===== config.mk =====
export PLATFORM = sky130hd
export DESIGN_NAME = display_scan
export DESIGN_NICKNAME = d
export VERILOG_FILES = /design/src/rtl/display_scan.sv
export SDC_FILE = /design/constraint.sdc
export NUM_CORES = 1
export LEC_CHECK = 0
export BUFFER_PORTS_ARGS = -buffer_cell sky130_fd_sc_hd__buf_2
export CAP_MARGIN = 20
export CORE_MARGIN = 2
export CORE_UTILIZATION = 40
export CTS_CLUSTER_SIZE = 28
export DETAILED_ROUTE_END_ITERATION = 12
export SYNTH_ARGS = -nofsm -noshare
export SYNTH_HDL_FRONTEND = slang
export SYNTH_SLANG_ARGS = --single-unit

===== constraint.sdc =====
create_clock -name clk -period 6.4 [get_ports clk]
set_input_delay 1.28 -clock clk [delete_from_list [all_inputs] [get_ports clk]]
set_output_delay 1.28 -clock clk [all_outputs]
set_load 0.02 [all_outputs]

===== src/rtl/display_scan.sv =====
// -----------------------------------------------------------------------------
// display_scan
//
// Time-multiplexed driver for a four-digit common-anode seven-segment display.
// A free-running prescaler cuts time into digit slots. Each slot opens with a
// dead band where every anode is off, so ghosting from the previous digit
// cannot appear. The slot's digit, masks, alarm flag and blink phase are then
// latched into a slot register and held until the slot ends. A slower blink
// counter, advanced once per slot, provides the blink phase for adjust-mode
// digits and for the alarm decimal point.
//
// Parameters
//   PRESCALE     clock cycles per digit slot (4 .. 2^20)
//   DEADTIME     all-anodes-off cycles at the start of each slot (1 .. PRESCALE-2)
//   BLINK_SLOTS  slots per blink half-period (1 .. 2^12)
//
// Ports
//   clk          system clock, rising edge
//   rst_n        asynchronous active-low reset
//   digit0..3    segment codes {g..a}, 1 = lit; digit0 is the rightmost digit
//   blank_mask   bit i forces digit i dark
//   blink_mask   bit i makes digit i blink
//   alarm        alarm active; blinks the hour/minute separator point
//   an           anode enables, active-low, an[i] = 0 selects digit i
//   seg          cathodes {g..a}, active-low
//   dp           decimal point, active-low
//   blink_phase  current blink phase, 1 = blinking digits dark
// -----------------------------------------------------------------------------
module display_scan #(
  parameter int unsigned PRESCALE    = 50000,
  parameter int unsigned DEADTIME    = 500,
  parameter int unsigned BLINK_SLOTS = 250
) (
  input  logic       clk,
  input  logic       rst_n,
  input  logic [6:0] digit0,
  input  logic [6:0] digit1,
  input  logic [6:0] digit2,
  input  logic [6:0] digit3,
  input  logic [3:0] blank_mask,
  input  logic [3:0] blink_mask,
  input  logic       alarm,
  output logic [3:0] an,
  output logic [6:0] seg,
  output logic       dp,
  output logic       blink_phase
);

  localparam int unsigned PW = $clog2(PRESCALE);
  localparam int unsigned BW = (BLINK_SLOTS > 1) ? $clog2(BLINK_SLOTS) : 1;

  localparam logic [PW-1:0] PresMax  = PW'(PRESCALE - 1);
  localparam logic [PW-1:0] DeadLoad = PW'(DEADTIME - 1);
  localparam logic [BW-1:0] BlinkMax = BW'(BLINK_SLOTS - 1);

  localparam logic [3:0] AnOff  = 4'b1111;
  localparam logic [6:0] SegOff = 7'b1111111;

  typedef enum logic {StDead, StShow} state_e;

  // Timebase
  logic [PW-1:0] presc_q;
  logic          tick;
  logic [BW-1:0] blink_cnt_q;
  logic          blink_phase_q;

  // Scan FSM
  state_e        state_q;
  logic [PW-1:0] dead_cnt_q;
  logic [1:0]    ptr_q;

  // Slot register: everything the current slot displays
  logic [6:0]    slot_digit_q;
  logic          slot_blank_q;
  logic          slot_blink_q;
  logic          slot_alarm_q;
  logic          slot_phase_q;

  // Registered pins
  logic [3:0]    an_q;
  logic [6:0]    seg_q;
  logic          dp_q;

  // Inputs belonging to the digit the pointer currently addresses
  logic [6:0]    cur_digit;
  logic          cur_blank;
  logic          cur_blink;

  assign tick = (presc_q == PresMax);

  always_comb begin
    cur_digit = digit0;
    unique case (ptr_q)
      2'd0: cur_digit = digit0;
      2'd1: cur_digit = digit1;
      2'd2: cur_digit = digit2;
      2'd3: cur_digit = digit3;
      default: cur_digit = digit0;
    endcase
  end

  assign cur_blank = blank_mask[ptr_q];
  assign cur_blink = blink_mask[ptr_q];

  // Cathode pattern for a slot; blanking overrides blinking.
  function automatic logic [6:0] seg_drive(input logic [6:0] code, input logic blank,
                                           input logic blink, input logic phase);
    if (blank || (blink && phase)) begin
      return SegOff;
    end
    return ~code;
  endfunction

  // The point only lights as the hour/minute separator (slot 2).
  function automatic logic dp_drive(input logic [1:0] ptr, input logic alm, input logic phase);
    return !((ptr == 2'd2) && alm && !phase);
  endfunction

  // Free-running prescaler and blink timebase; neither ever stalls.
  always_ff @(posedge clk or negedge rst_n) begin
    if (!rst_n) begin
      presc_q       <= '0;
      blink_cnt_q   <= '0;
      blink_phase_q <= 1'b0;
    end else begin
      if (tick) begin
        presc_q <= '0;
        if (blink_cnt_q == BlinkMax) begin
          blink_cnt_q   <= '0;
          blink_phase_q <= ~blink_phase_q;
        end else begin
          blink_cnt_q <= blink_cnt_q + 1'b1;
        end
      end else begin
        presc_q <= presc_q + 1'b1;
      end
    end
  end

  // Scan FSM with slot capture and registered pin drivers. A tick always
  // forces DEAD, so the anodes go dark before the pointer moves on.
  always_ff @(posedge clk or negedge rst_n) begin
    if (!rst_n) begin
      state_q      <= StDead;
      dead_cnt_q   <= DeadLoad;
      ptr_q        <= 2'd0;
      slot_digit_q <= '0;
      slot_blank_q <= 1'b0;
      slot_blink_q <= 1'b0;
      slot_alarm_q <= 1'b0;
      slot_phase_q <= 1'b0;
      an_q         <= AnOff;
      seg_q        <= SegOff;
      dp_q         <= 1'b1;
    end else if (tick) begin
      state_q    <= StDead;
      dead_cnt_q <= DeadLoad;
      ptr_q      <= ptr_q + 2'd1;
      an_q       <= AnOff;
      seg_q      <= SegOff;
      dp_q       <= 1'b1;
    end else begin
      unique case (state_q)
        StDead: begin
          if (dead_cnt_q == '0) begin
            state_q      <= StShow;
            slot_digit_q <= cur_digit;
            slot_blank_q <= cur_blank;
            slot_blink_q <= cur_blink;
            slot_alarm_q <= alarm;
            slot_phase_q <= blink_phase_q;
            an_q         <= ~(4'b0001 << ptr_q);
            seg_q        <= seg_drive(cur_digit, cur_blank, cur_blink, blink_phase_q);
            dp_q         <= dp_drive(ptr_q, alarm, blink_phase_q);
          end else begin
            dead_cnt_q <= dead_cnt_q - 1'b1;
          end
        end
        StShow: begin
          // Refreshed only from the slot register, so mid-slot input changes are invisible.
          an_q  <= ~(4'b0001 << ptr_q);
          seg_q <= seg_drive(slot_digit_q, slot_blank_q, slot_blink_q, slot_phase_q);
          dp_q  <= dp_drive(ptr_q, slot_alarm_q, slot_phase_q);
        end
        default: begin
          state_q    <= StDead;
          dead_cnt_q <= DeadLoad;
        end
      endcase
    end
  end

  assign an          = an_q;
  assign seg         = seg_q;
  assign dp          = dp_q;
  assign blink_phase = blink_phase_q;

endmodule


* Word level (Yosys, flattened, before mapping)
Index checks and enable logic that the tools add are counted.
** Word-level totals
- Flip-flop bits (word level) :: 67
- Logic and storage cells :: 84
** Operators by class
- Eq/ne operators :: 8
- Shift operators :: 1
- Bitwise gates (word level) :: 6
- Muxes and demuxes :: 33
- Add/sub/neg operators :: 4
- $lt $le $gt $ge :: 1
- Reduce and logical (&&, ||, !) cells :: 17
** Operators with widths (count)
- 2-to-1 mux 16 bit :: 4
- 2-to-1 mux 7 bit :: 6
- case mux 7 bit (4 select lines) :: 1
- adder 16 x 1 -> 16 bit, second input constant :: 1
- == test 16 bit, second input constant :: 1
- zero test 16 bit :: 1
- subtractor 16 x 1 -> 16 bit, second input constant :: 1
- 2-to-1 mux 1 bit :: 14
- NOT 7 bit :: 2
- case mux 7 bit (2 select lines) :: 1
- adder 8 x 1 -> 8 bit, second input constant :: 1
- == test 8 bit, second input constant :: 1
- 2-to-1 mux 4 bit :: 2
- 2-to-1 mux 8 bit :: 1
- case mux 4 bit (2 select lines) :: 1
- logical AND 1 bit :: 6
- binary-select mux 1 bit (select 2 bit) :: 2
- == test 2 bit, second input constant :: 2
- zero test 1 bit :: 4
- inequality test 2 bit, second input constant :: 2
- NOT 4 bit :: 1
- AND reduction 2 bit :: 2
- left shift 1 x 2 -> 4 bit, first input constant :: 1
- less-than comparator 2 x 3 -> 1 bit, second input constant :: 1
- 8 further kinds :: 11

* Depth between registers and ports, before layout
- Depth in word-level cells :: 12
- Gate-level depth with buffers :: 7
- Mapped depth without buffers :: 6

* Worst setup path before layout
Ideal clock, no wire load.
- Path type :: input-to-reg
- Start :: input port blink_mask[3]
- End :: register seg_q[0], in the netlist seg[0]
- Path slack :: 3942 ps
- Stages :: 3
- Data arrival time :: 2358 ps
- Data required time :: 6300 ps
- Path through :: mux4_2 > a2111oi_4 > a22oi_1
** Between the ends
- Word-level cells in the longest chain between the ends :: 12
** RTL lines
- from (decl) :: RTL line 41 : input logic [3:0] blink_mask,
- binary-select mux 1 bit (select 2 bit) :: RTL line 103 : assign cur_blink = blink_mask[ptr_q];
- 2-to-1 mux 1 bit (implied by the code) :: RTL line 103
- logical AND 1 bit :: RTL line 108 : if (blank || (blink && phase)) begin
- logical OR 1 bit :: RTL line 108
- 2-to-1 mux 1 bit :: RTL line 108
- 2-to-1 mux 1 bit :: RTL line 165 : if (dead_cnt_q == '0) begin
- 2-to-1 mux 1 bit :: RTL line 163 : unique case (state_q)
- 2-to-1 mux 1 bit :: RTL line 155 : end else if (tick) begin
- 2-to-1 mux 7 bit :: RTL line 111 : return ~code;
- 2-to-1 mux 7 bit :: RTL line 165
- case mux 7 bit (2 select lines) :: RTL line 163
- 2-to-1 mux 7 bit :: RTL line 155
- to (signal assigned) :: RTL line 153 : seg_q <= SegOff;
- to (signal assigned) :: RTL line 160 : seg_q <= SegOff;
- to (signal assigned) :: RTL line 173 : seg_q <= seg_drive(cur_digit, cur_blank, cur_blink, blink_phase_q);
- to (decl) :: RTL line 81 : logic [6:0] seg_q;
Every way passes these cells. The select of a mux whose other input is x is not followed.
A chain may end at the register's enable or synchronous reset.

* Final worst setup path
- Start :: register dead_cnt_q[0]
- End :: register slot_digit_q[5]
** Between the ends
- Word-level cells in the longest chain between the ends :: 2
** RTL lines
- from (decl) :: RTL line 69 : logic [PW-1:0] dead_cnt_q;
- from (signal assigned) :: RTL line 145 : dead_cnt_q <= DeadLoad;
- from (signal assigned) :: RTL line 157 : dead_cnt_q <= DeadLoad;
- from (signal assigned) :: RTL line 176 : dead_cnt_q <= dead_cnt_q - 1'b1;
- zero test 16 bit :: RTL line 165
- AND reduction 3 bit (no line)
- to (signal assigned) :: RTL line 167 : slot_digit_q <= cur_digit;
- to (decl) :: RTL line 73 : logic [6:0] slot_digit_q;
Every way passes these cells.

==> results.py <==
metrics = {
    "status": {
        "status": "finished, final reports clean",
    },
    "setup_path": {
        "crit_slowest_cell": "nor3_2",
        "arrival_ns": 3.31,
        "worstSetupStartpointType": "flip-flop",
        "crit_fanout": 11,
        "required_ns": 6.63,
        "critical_path.max_stage_delay_ns": 0.71,
        "crit_family": "simple AND/OR/NAND/NOR gates",
        "path_class": "reg -> reg",
        "crit_chain": "inv_1, ha_1, or4b_1, or4_4, nor3_2, mux2_2",
        "crit_buf_inv": 1,
        "end_kind": "flip-flop",
    },
    "route": {
        "drt_pass1_iterations": 8,
        "drc": 0,
        "num_vias": 3072,
        "drtIter0Drc": 165,
        "wl_per_cell_um": 15.9,
        "wirelength_um": 8390,
        "vias_per_cell": 5.82,
        "antenna_left": 0,
    },
    "power": {
        "p_leak_nw": 1.88,
        "p_sw_mw": 0.184,
        "switching_share_pct": 22.0,
        "p_int_mw": 0.654,
        "power.share.sequential_pct": 52.0,
        "pwr-share-clk_pct": 42.6,
        "ir_worst_vdd_mv": 0.105,
        "powerDensity_nw_per_um2": 197,
        "power_frac_comb_pct": 5.4,
    },
    "place": {
        "pre_cts_ws_ns": 3.32,
        "gp_congestion": 0.807,
        "dp_hpwl_um": 5760,
        "portBuffers": 51,
        "dp.cells": 512,
        "dpl_cell_area_um2": 4050,
    },
    "floorplanning": {
        "ios": 52,
        "row_count": 35,
        "coreArea_um2": 9110,
        "start_util_pct": 40.7,
        "die-area_um2": 10100,
        "die_w_um": 100,
        "die_h_um": 100,
    },
    "layout": {
        "layout.nets": 460,
        "final_cell_mix": "buf_2, dfrtp_1, nand3_1, o21ai_0, a21oi_1",
        "final_core_util_pct": 46.6,
        "layout_commonest_cell": "buf_2",
        "final_area_um2": 4250,
        "stdcell_count": 528,
        "area_delta_synth_final_pct": 14.6,
        "drive_gt1_share_pct": 25.7,
        "antennaDiodeCount": 0,
    },
    "sta": {
        "fin_ws_ns": 3.31,
        "rsz0062_at_grt": "false",
        "min_period_ns": 3.09,
        "tightest_slew_ns": 1.03,
        "fin_worst_skew_ns": 0.0113,
        "hold_violations": 0,
        "max_freq_ghz": 0.324,
        "relSlewSlack_pct": 31.3,
        "slew_violations": 0,
        "totalNegativeSetupSlack_ns": 0,
        "setup_violations": 0,
        "period_share_pct": 48.3,
    },
    "clock_tree": {
        "htreeDepth": 3,
        "cts-hold-fix-buffers": 0,
        "cts-root-buf": "clkbuf_8",
        "worstSkewPairLatency_ns": 0.34,
        "cts_buffer_depth": 2,
        "path_clk_slew_ns": 0.07,
        "clock-sinks": 67,
        "cts_buffers": 9,
        "ctsResizeCount": 0,
        "cts_tree": "yes",
        "post-cts-setup-buffers": 0,
    },
    "worst_hold_path": {
        "hold_path.class": "reg -> reg",
    },
    "yosys": {
        "ys_ff_latch": 67,
        "avgSynthCellArea_um2": 10.2,
        "syn_inst": 365,
        "yosysUniqueCellTypes": 54,
        "netlist_area_um2": 3710,
        "dominantRegCellSynth": "dfrtp_1",
        "synth_edf_count": 0,
        "async_flop_share_pct": 100,
        "syn_nets": 413,
        "yosysWarnings": 0,
        "yosysSeqAreaShare_pct": 45.9,
    },
    "global_routing": {
        "grt_pass1_vias": 2940,
        "grt_max_degree": 68,
        "grt_usage_pct": 18.1,
        "antenna_found_initial": 0,
        "grt_pass1_wl_um": 14500,
        "grt_remaining_overflow": 0,
    },
    "flow_run": {
        "cap_violations": 0,
    },
}
-- power groups by stage --
stage | clock [mW] | sequential, mW | combinational (mW)
after floorplan | 0 | 0.447 | 0.0158
after global placement | 0 | 0.443 | 0.0448
after detailed placement | 0 | 0.444 | 0.0458
after CTS | 0.367 | 0.436 | 0.0459
after global routing | 0.386 | 0.437 | 0.0503
final | 0.357 | 0.436 | 0.0449
-- per-layer routing --
metal  wire (µm)  track usage, %
met5           0               0
met4         142            7.59
met2        3850            27.4
met1        4130            26.1
met3         265            2.37
-- Yosys cell counts (all sizes together) (6+ instances only) --
master	number	share of area, %
dfrtp	48	32
nand3	27	3.6
a222oi	7	1.9
nor2b	8	1.4
a22oi	7	1.4
xor2	8	1.9
mux2i	11	3.0
o21ai	22	3.0
dfstp	19	13
or3	9	1.5
nor2	18	1.8
and4	6	1.4
ha	9	3.0
o31ai	12	2.4
a21oi	20	2.7
nor3	8	1.2
nand2	11	1.1
clkbuf	13	1.3
inv	16	1.6
or4	8	1.8
mux2	11	3.3
nand4	9	1.5
-- stage by stage --
stage	hold WS (ns)	power, mW
finish	0.452	0.838
CTS	0.452	0.849
detailed placement	0.444	0.489
floorplan	0.425	0.463
global placement	0.446	0.488
global route	0.491	0.873
-- flip-flops by register name (all words and copies together) (netlist names) --
register,count
seg,7
state_q,1
slot_alarm_q,1
slot_digit_q,7
slot_phase_q,1
ptr_q,2
an,4
presc_q,16
blink_phase,1
slot_blank_q,1
dead_cnt_q,16
slot_blink_q,1
dp,1
blink_cnt_q,8
-- worst register-to-register path, stage by stage (launching register included) --
cell	delay (ns)
dfstp_2	0.38
inv_1	0.07
ha_1	0.25
or4b_1	0.53
or4_4	0.62
nor3_2	0.71
mux2_2	0.41
-- final timing paths --
check / slack [ns] / end / startpoint / depth (start not counted)
worst max-delay path: 3.31 / slot_digit_q[5] / dead_cnt_q[0] / 6
worst min-delay path: 0.45 / presc_q[0] / presc_q[0] / 1
worst max register to register: 3.31 / slot_digit_q[5] / dead_cnt_q[0] / 6
worst min register to register: 0.45 / presc_q[0] / presc_q[0] / 1
max in group asynchronous: 4.70 / blink_cnt_q[3] / rst_n / 2
min in group asynchronous: 1.13 / presc_q[12] / rst_n / 2
-- cell type report --
| class | instances | area [µm²] |
|---|---|---|
| clock buffer | 14 | 163 |
| clock inverter | 2 | 35.0 |
| fill | 882 | 4860 |
| inverter | 17 | 63.8 |
| multi-input combinational | 263 | 1870 |
| sequential | 67 | 1700 |
| tap | 111 | 139 |
| timing repair buffer | 54 | 278 |
-- logic make-up (layout without fill, tap and decap cells) --
family	Yosys count	count (layout)	synth area share, %
AOI/OAI and AO/OA	87	87	16.0
xor gates and xnor gates	13	13	3.07
adders and majority gates	9	9	3.04
buffers and inverters	35	87	3.85
DFF	67	67	45.9
muxes	24	24	7.53
and+or+nand+nor	130	130	20.7
Power figures use the tool's default switching activity.
